### src/rtl/snake_head_ctrl_if.sv
// Bundle of the snake head controller's game-side inputs and renderer-side outputs.
// The master drives buttons/pause/food/self_hit; the slave (controller) drives the head state.
interface snake_head_ctrl_if;
  logic        i_pause;
  logic        i_btn_up;
  logic        i_btn_left;
  logic        i_btn_right;
  logic        i_btn_down;
  logic        i_food_eaten;
  logic        i_self_hit;
  logic [9:0]  o_head_x;
  logic [9:0]  o_head_y;
  logic [3:0]  o_count;
  logic [2:0]  o_next_direction;
  logic [12:0] o_length;
  logic        o_head_death;

  modport master (
    output i_pause, i_btn_up, i_btn_left, i_btn_right, i_btn_down, i_food_eaten, i_self_hit,
    input  o_head_x, o_head_y, o_count, o_next_direction, o_length, o_head_death
  );

  modport slave (
    input  i_pause, i_btn_up, i_btn_left, i_btn_right, i_btn_down, i_food_eaten, i_self_hit,
    output o_head_x, o_head_y, o_count, o_next_direction, o_length, o_head_death
  );
endinterface

### src/rtl/snake_head_ctrl.sv
// Snake head controller: per-frame head movement, direction commit at grid boundaries,
// growth bookkeeping and sticky wall/self collision detection.
module snake_head_ctrl #(
  parameter int SIZE       = 10,
  parameter int START_X    = 320,
  parameter int START_Y    = 240,
  parameter int START_LEN  = 3,
  parameter int MAX_LEN    = 1000,
  parameter int WALL_MIN_X = 10,
  parameter int WALL_MAX_X = 620,
  parameter int WALL_MIN_Y = 10,
  parameter int WALL_MAX_Y = 460
) (
  input  logic              i_v_sync,
  input  logic              i_reset,
  snake_head_ctrl_if.slave  bus
);

  // state | meaning
  // RUN    | head advances one pixel per frame
  // PAUSED | all game state frozen, direction and food still captured
  // DEAD   | collision seen, frozen until reset
  typedef enum logic [1:0] {ST_RUN, ST_PAUSED, ST_DEAD} state_t;

  localparam logic [3:0]  SIZE_C  = 4'(SIZE);
  localparam logic [9:0]  SX      = 10'(START_X);
  localparam logic [9:0]  SY      = 10'(START_Y);
  localparam logic [12:0] SLEN    = 13'(START_LEN);
  localparam logic [12:0] LEN_MAX = 13'(MAX_LEN);
  localparam logic [9:0]  XMIN    = 10'(WALL_MIN_X);
  localparam logic [9:0]  XMAX    = 10'(WALL_MAX_X);
  localparam logic [9:0]  YMIN    = 10'(WALL_MIN_Y);
  localparam logic [9:0]  YMAX    = 10'(WALL_MAX_Y);
  localparam logic [2:0]  DIR_UP = 3'd0, DIR_LEFT = 3'd1, DIR_RIGHT = 3'd2, DIR_DOWN = 3'd3;

  state_t      r_state, w_state_nxt;
  logic [9:0]  r_head_x, r_head_y, w_cand_x, w_cand_y;
  logic [3:0]  r_count, r_grow;
  logic [2:0]  r_next_dir, r_pending_dir, w_dir, w_btn_dir;
  logic [12:0] r_length;
  logic        r_death;
  logic        w_btn_valid, w_step, w_wrap, w_wall, w_collide, w_consume, w_food;

  assign w_step    = (r_state == ST_RUN) && !bus.i_pause;
  assign w_wrap    = (r_count == SIZE_C);
  assign w_dir     = w_wrap ? r_pending_dir : r_next_dir;
  assign w_wall    = (w_cand_x < XMIN) || (w_cand_x > XMAX) || (w_cand_y < YMIN) || (w_cand_y > YMAX);
  assign w_collide = w_step && (w_wall || bus.i_self_hit);
  assign w_consume = w_step && w_wrap && (r_grow != 4'd0);
  assign w_food    = bus.i_food_eaten && (r_state != ST_DEAD);

  always_comb begin
    w_state_nxt = r_state;
    w_btn_valid = 1'b1;
    w_btn_dir   = DIR_RIGHT;
    w_cand_x    = r_head_x;
    w_cand_y    = r_head_y;
    case (r_state)
      ST_RUN:    if (bus.i_pause) w_state_nxt = ST_PAUSED;
                 else if (w_collide) w_state_nxt = ST_DEAD;
      ST_PAUSED: if (!bus.i_pause) w_state_nxt = ST_RUN;
      default:   w_state_nxt = ST_DEAD;
    endcase
    if (bus.i_btn_up)         w_btn_dir = DIR_UP;
    else if (bus.i_btn_left)  w_btn_dir = DIR_LEFT;
    else if (bus.i_btn_right) w_btn_dir = DIR_RIGHT;
    else if (bus.i_btn_down)  w_btn_dir = DIR_DOWN;
    else                      w_btn_valid = 1'b0;
    // Walls sit at >= 1, so x-1 / y-1 of a legal head never wraps.
    case (w_dir)
      DIR_UP:    w_cand_y = r_head_y - 10'd1;
      DIR_LEFT:  w_cand_x = r_head_x - 10'd1;
      DIR_RIGHT: w_cand_x = r_head_x + 10'd1;
      default:   w_cand_y = r_head_y + 10'd1;
    endcase
  end

  always_ff @(posedge i_v_sync) begin
    if (i_reset) begin
      r_state       <= ST_RUN;
      r_head_x      <= SX;
      r_head_y      <= SY;
      r_count       <= 4'd0;
      r_next_dir    <= DIR_RIGHT;
      r_pending_dir <= DIR_RIGHT;
      r_length      <= SLEN;
      r_grow        <= 4'd0;
      r_death       <= 1'b0;
    end else begin
      r_state <= w_state_nxt;
      // Up/down and left/right codes sum to 3, so that identifies a reversal.
      if ((r_state != ST_DEAD) && w_btn_valid && (w_btn_dir != (3'd3 - r_next_dir)))
        r_pending_dir <= w_btn_dir;
      if (w_food && !w_consume && (r_grow != 4'd15)) r_grow <= r_grow + 4'd1;
      else if (!w_food && w_consume)                 r_grow <= r_grow - 4'd1;
      if (w_step) begin
        r_next_dir <= w_dir;
        if (w_consume) r_length <= (r_length >= LEN_MAX) ? LEN_MAX : r_length + 13'd1;
        if (w_collide) begin
          r_death <= 1'b1;
        end else begin
          r_head_x <= w_cand_x;
          r_head_y <= w_cand_y;
          r_count  <= w_wrap ? 4'd1 : r_count + 4'd1;
        end
      end
    end
  end

  assign bus.o_head_x         = r_head_x;
  assign bus.o_head_y         = r_head_y;
  assign bus.o_count          = r_count;
  assign bus.o_next_direction = r_next_dir;
  assign bus.o_length         = r_length;
  assign bus.o_head_death     = r_death;

endmodule

### src/flat_wrapper.sv
// flat-port wrapper written by rule: the top's interface ports become plain ports
module snake_head_ctrl_flat 
#(
  parameter int SIZE       = 10,
  parameter int START_X    = 320,
  parameter int START_Y    = 240,
  parameter int START_LEN  = 3,
  parameter int MAX_LEN    = 1000,
  parameter int WALL_MIN_X = 10,
  parameter int WALL_MAX_X = 620,
  parameter int WALL_MIN_Y = 10,
  parameter int WALL_MAX_Y = 460
)
  (i_v_sync, i_reset, bus_i_pause, bus_i_btn_up, bus_i_btn_left, bus_i_btn_right, bus_i_btn_down, bus_i_food_eaten, bus_i_self_hit, bus_o_head_x, bus_o_head_y, bus_o_count, bus_o_next_direction, bus_o_length, bus_o_head_death);
  snake_head_ctrl_if bus_i ();
  input  logic i_v_sync;
  input  logic i_reset;
  input wire logic [$bits(bus_i.i_pause)-1:0] bus_i_pause;
  input wire logic [$bits(bus_i.i_btn_up)-1:0] bus_i_btn_up;
  input wire logic [$bits(bus_i.i_btn_left)-1:0] bus_i_btn_left;
  input wire logic [$bits(bus_i.i_btn_right)-1:0] bus_i_btn_right;
  input wire logic [$bits(bus_i.i_btn_down)-1:0] bus_i_btn_down;
  input wire logic [$bits(bus_i.i_food_eaten)-1:0] bus_i_food_eaten;
  input wire logic [$bits(bus_i.i_self_hit)-1:0] bus_i_self_hit;
  output wire logic [$bits(bus_i.o_head_x)-1:0] bus_o_head_x;
  output wire logic [$bits(bus_i.o_head_y)-1:0] bus_o_head_y;
  output wire logic [$bits(bus_i.o_count)-1:0] bus_o_count;
  output wire logic [$bits(bus_i.o_next_direction)-1:0] bus_o_next_direction;
  output wire logic [$bits(bus_i.o_length)-1:0] bus_o_length;
  output wire logic [$bits(bus_i.o_head_death)-1:0] bus_o_head_death;
  assign bus_i.i_pause = bus_i_pause;
  assign bus_i.i_btn_up = bus_i_btn_up;
  assign bus_i.i_btn_left = bus_i_btn_left;
  assign bus_i.i_btn_right = bus_i_btn_right;
  assign bus_i.i_btn_down = bus_i_btn_down;
  assign bus_i.i_food_eaten = bus_i_food_eaten;
  assign bus_i.i_self_hit = bus_i_self_hit;
  assign bus_o_head_x = bus_i.o_head_x;
  assign bus_o_head_y = bus_i.o_head_y;
  assign bus_o_count = bus_i.o_count;
  assign bus_o_next_direction = bus_i.o_next_direction;
  assign bus_o_length = bus_i.o_length;
  assign bus_o_head_death = bus_i.o_head_death;
  snake_head_ctrl #(.SIZE(SIZE), .START_X(START_X), .START_Y(START_Y), .START_LEN(START_LEN), .MAX_LEN(MAX_LEN), .WALL_MIN_X(WALL_MIN_X), .WALL_MAX_X(WALL_MAX_X), .WALL_MIN_Y(WALL_MIN_Y), .WALL_MAX_Y(WALL_MAX_Y)) u_core (.i_v_sync(i_v_sync), .i_reset(i_reset), .bus(bus_i));
endmodule
### config.mk
export PLATFORM = sky130hd
export DESIGN_NAME = snake_head_ctrl_flat
export DESIGN_NICKNAME = d
export VERILOG_FILES = /design/src/rtl/snake_head_ctrl_if.sv /design/src/rtl/snake_head_ctrl.sv /design/src/flat_wrapper.sv
export SDC_FILE = /design/constraint.sdc
export NUM_CORES = 1
export LEC_CHECK = 0
export CELL_PAD_IN_SITES_DETAIL_PLACEMENT = 0
export CELL_PAD_IN_SITES_GLOBAL_PLACEMENT = 2
export CORE_MARGIN = 4
export CORE_UTILIZATION = 35
export DETAILED_ROUTE_END_ITERATION = 6
export GPL_TIMING_DRIVEN = 1
export PLACE_DENSITY = 0.92
export SLEW_MARGIN = 10
export SYNTH_ARGS = -nofsm -noshare
export SYNTH_HDL_FRONTEND = slang
export SYNTH_SLANG_ARGS = --single-unit
### constraint.sdc
create_clock -name i_v_sync -period 11.3 [get_ports i_v_sync]
set_input_delay 2.825 -clock i_v_sync [delete_from_list [all_inputs] [get_ports i_v_sync]]
set_output_delay 2.825 -clock i_v_sync [all_outputs]
set_load 0.05 [all_outputs]
==> results.toml <==
[critical_path]
path_max_fanout = 10
worst-path-buf-inv = 2
timing.critical_path.required_ps = 11490
worst_path_largest_cell_delay_ps = 490
arrival_ps = 5700
number_of_gates_on_the_worst_path_with_buffers_counted = 12
timing_worst_setup_path_type = "primary input to flip-flop"
startpoint_type = "primary input"
number_of_cells_on_the_worst_reg_to_reg_path = 14
critPathTopFamily = "simple AND/OR/NAND/NOR gates"
reg2reg_slack_ps = 6850
worst_setup_path_end_kind = "flip-flop"
critPathSlowestCell = "sky130_fd_sc_hd__or3_1"
crit_chain = "clkdlybuf4s50_1, or3_1, nor2_1, a21oi_1, o211a_1, inv_1, ha_1, a21o_1, a21oi_1, mux2i_1, xor2_1, nor2_1"

[final_layout]
nets = 497
fillers = 1035
insertedDiodeCount = 0
final_cell_mix = "49 x sky130_fd_sc_hd__clkdlybuf4s50_1, 49 x sky130_fd_sc_hd__dfxtp_1, 46 x sky130_fd_sc_hd__a21oi_1"
layout-drive-gt1-share_pct = 5.59
syn_to_final_growth_pct = 20.7

[global_routing]
grt_max_degree = 49
initial_antenna_violation_count = 0
globalRouteOverflowTotal = 0
grt.total_usage_pct = 15.2
grt_pass1_wl_um = 14600
first_global_vias = 3021

[drt]
detail-route-antenna-nets = 0
postRouteWirelength_um = 8650
num_vias = 3300
routedWlPerCell_um = 14.5
firstDrtPassIters = 5
post_drt_via_cell_ratio = 5.52
remaining_drc_errors = 0
drtIter0Drc = 106

[pwr]
pleak_nw = 1.56
power.density_nw_per_um2 = 92.1
power_frac_clock_pct = 35.1
vdd_ir_drop_max_mv = 0.0509
internal_power_mw = 0.278
power.combinational.fraction_pct = 16.7
sw_frac_of_total_pct = 28.2
p_seq_share_pct = 48.2
report.power.total_mw = 0.387
power.net_switching_mw = 0.109

[cts]
worstSkewPairLatency_ps = 310
cts-resized-gates = 0
tritoncts_buffer_count = 5
cts_tree = "built"
clkSlewWorstSetupHoldPaths_ps = 100
clk_path_buf_depth = 2
cts-root-buf = "sky130_fd_sc_hd__clkbuf_8"
post-cts-setup-buffers = 0
numClockSinks = 49
cts_hold_repair.buffers = 0
ctsHtreeMaxLevel = 2

[floorplan]
ios = 50
design.die.area_um2 = 11600
initial_core_util_pct = 35.8
row_cnt = 36
vertical_extent_of_the_die_um = 108
floorplan.die.width_um = 108
core_region_area_um2 = 9730

[yosys]
synth_edf_count = 0
synth.ff_latch_count = 49
synth_largest_type_area_fraction_pct = 28.2
synth_area_leaders = "sky130_fd_sc_hd__dfxtp_1 28%, sky130_fd_sc_hd__ha_1 7.5%, sky130_fd_sc_hd__a21oi_1 6.6%, sky130_fd_sc_hd__o21ai_0 4.3%, sky130_fd_sc_hd__nor2_1 3.8%"
synthesis.nets = 454
postSynthCellCount = 421
post_synth_instance_area_um2 = 3480
synth_top_cell_by_area = "sky130_fd_sc_hd__dfxtp_1"
synth_top_flop_cell = "sky130_fd_sc_hd__dfxtp_1"
synth.yosys.seq_area_share_pct = 28.2
synth_area_per_cell_um2 = 8.28
post_synth_num_cell_types = 65
ys.warnings.count = 0
postSynth.asyncResetShare_pct = 0

[sta]
tightest_slew_ps = 664
setup_repair_after_global_routing_missed_its_margin = "false"
final.period_utilization_pct = 48.7
finalClockSkew_ps = 7.74
tns_ps = 0
finalSetupViolCount = 0
final_max_slew_viol_count = 0
upper_clock_frequency_limit_mhz = 182
period_needed_ps = 5500
fin_worst_hold_slack_ps = 475
setup_slack_ps = 5800
worst_slew_margin_rel_pct = 55.7
hold_viol_final = 0

[outcome]
outcome = "finished, final reports clean"

[hold_path]
hold_path_class = "flip-flop to flip-flop"
timing.hold.worst_path_depth = 2

[place]
gp_routability_congestion = 0.829
preCtsSetupSlack_ps = 5460
portBuffers = 49
place_hpwl_um = 6470

[job]
cap_violations = 0
power by group through the flow:
| stage | logic, mW | clock network [mW] | registers [mW] |
|---|---|---|---|
| 3_3_place_gp | 0.0635 | 0 | 0.191 |
| 4_1_cts | 0.0649 | 0.140 | 0.187 |
| 2_1_floorplan | 0.0416 | 0 | 0.196 |
| 3_5_place_dp | 0.0646 | 0 | 0.191 |
| 6_report | 0.0645 | 0.136 | 0.187 |
| 5_1_grt | 0.0711 | 0.149 | 0.188 |
stage by stage:
step / std cells / instance area, µm² / utilization [%]
CTS: 598 / 4210 / 43.2
global placement: 590 / 4080 / 41.9
global route: 598 / 4210 / 43.2
floorplan: 421 / 3480 / -
detailed placement: 590 / 4080 / 41.9
finish: 598 / 4210 / 43.2
routing by layer:
metal / track usage (%) / vias up / share of wire [%]
met3: 3.12 / 8 / 5.1
met5: 0 / - / 0
met2: 25.3 / 59 / 46
met1: 20.6 / 1575 / 48
met4: 2.71 / 0 / 0.61
li1: - / 1658 / -
path summary, 6_finish.rpt:
check	from	to
worst max-delay path	bus_i_pause	u_core.r_grow[3]
worst min-delay path	u_core.bus.o_head_death	u_core.bus.o_head_death
worst max register to register	u_core.bus.o_count[0]	u_core.bus.o_head_x[8]
worst min register to register	u_core.bus.o_head_death	u_core.bus.o_head_death
synth_stat cells (9+ instances only):
library cell	n
sky130_fd_sc_hd__inv_1	10
sky130_fd_sc_hd__dfxtp_1	49
sky130_fd_sc_hd__nor2_1	35
sky130_fd_sc_hd__xnor2_1	13
sky130_fd_sc_hd__o21ai_0	30
sky130_fd_sc_hd__nand2_1	23
sky130_fd_sc_hd__ha_1	21
sky130_fd_sc_hd__xor2_1	13
sky130_fd_sc_hd__a21oi_1	46
sky130_fd_sc_hd__or3_1	11
sky130_fd_sc_hd__nor3_1	9
sky130_fd_sc_hd__nand3_1	17
worst reg2reg max path: cells and delay by family (launching register included):
kind	cells	cell delay [ps]
AND/OR/NAND/NOR	4	990
AO/OA/AOI/OAI	8	2300
flip-flops	1	520
adder cells (fa/ha/maj)	1	300
buffers and inverters	1	230
cell type report:
class                      count  area, µm²  share of cell area (%)
clock inverter                 2       41.3                   0.982
clock buffer                   6       82.6                    1.96
tap                          133        166                    3.96
inverter                      10       37.5                   0.893
sequential                    49        981                    23.3
timing repair buffer          53        520                    12.4
multi-input combinational    345       2380                    56.5
registers in the layout, summed over array words and instances, names as in the netlist:
name / flops
u_core.bus.o_head_y: 10
u_core.bus.o_next_direction: 3
u_core.r_grow: 4
u_core.bus.o_count: 4
u_core.bus.o_length: 13
u_core.r_state: 2
u_core.r_pending_dir: 2
u_core.bus.o_head_x: 10
u_core.bus.o_head_death: 1
kinds of logic after synthesis:
kind of cell | share of synthesized area (%)
simple gates | 22.5
compound gates | 27.9
flops | 28.2
buf+inv | 3.66
xor+xnor | 6.54
fa+ha+maj | 9.26
mux | 2.05
(Power assumes the default switching activity.)
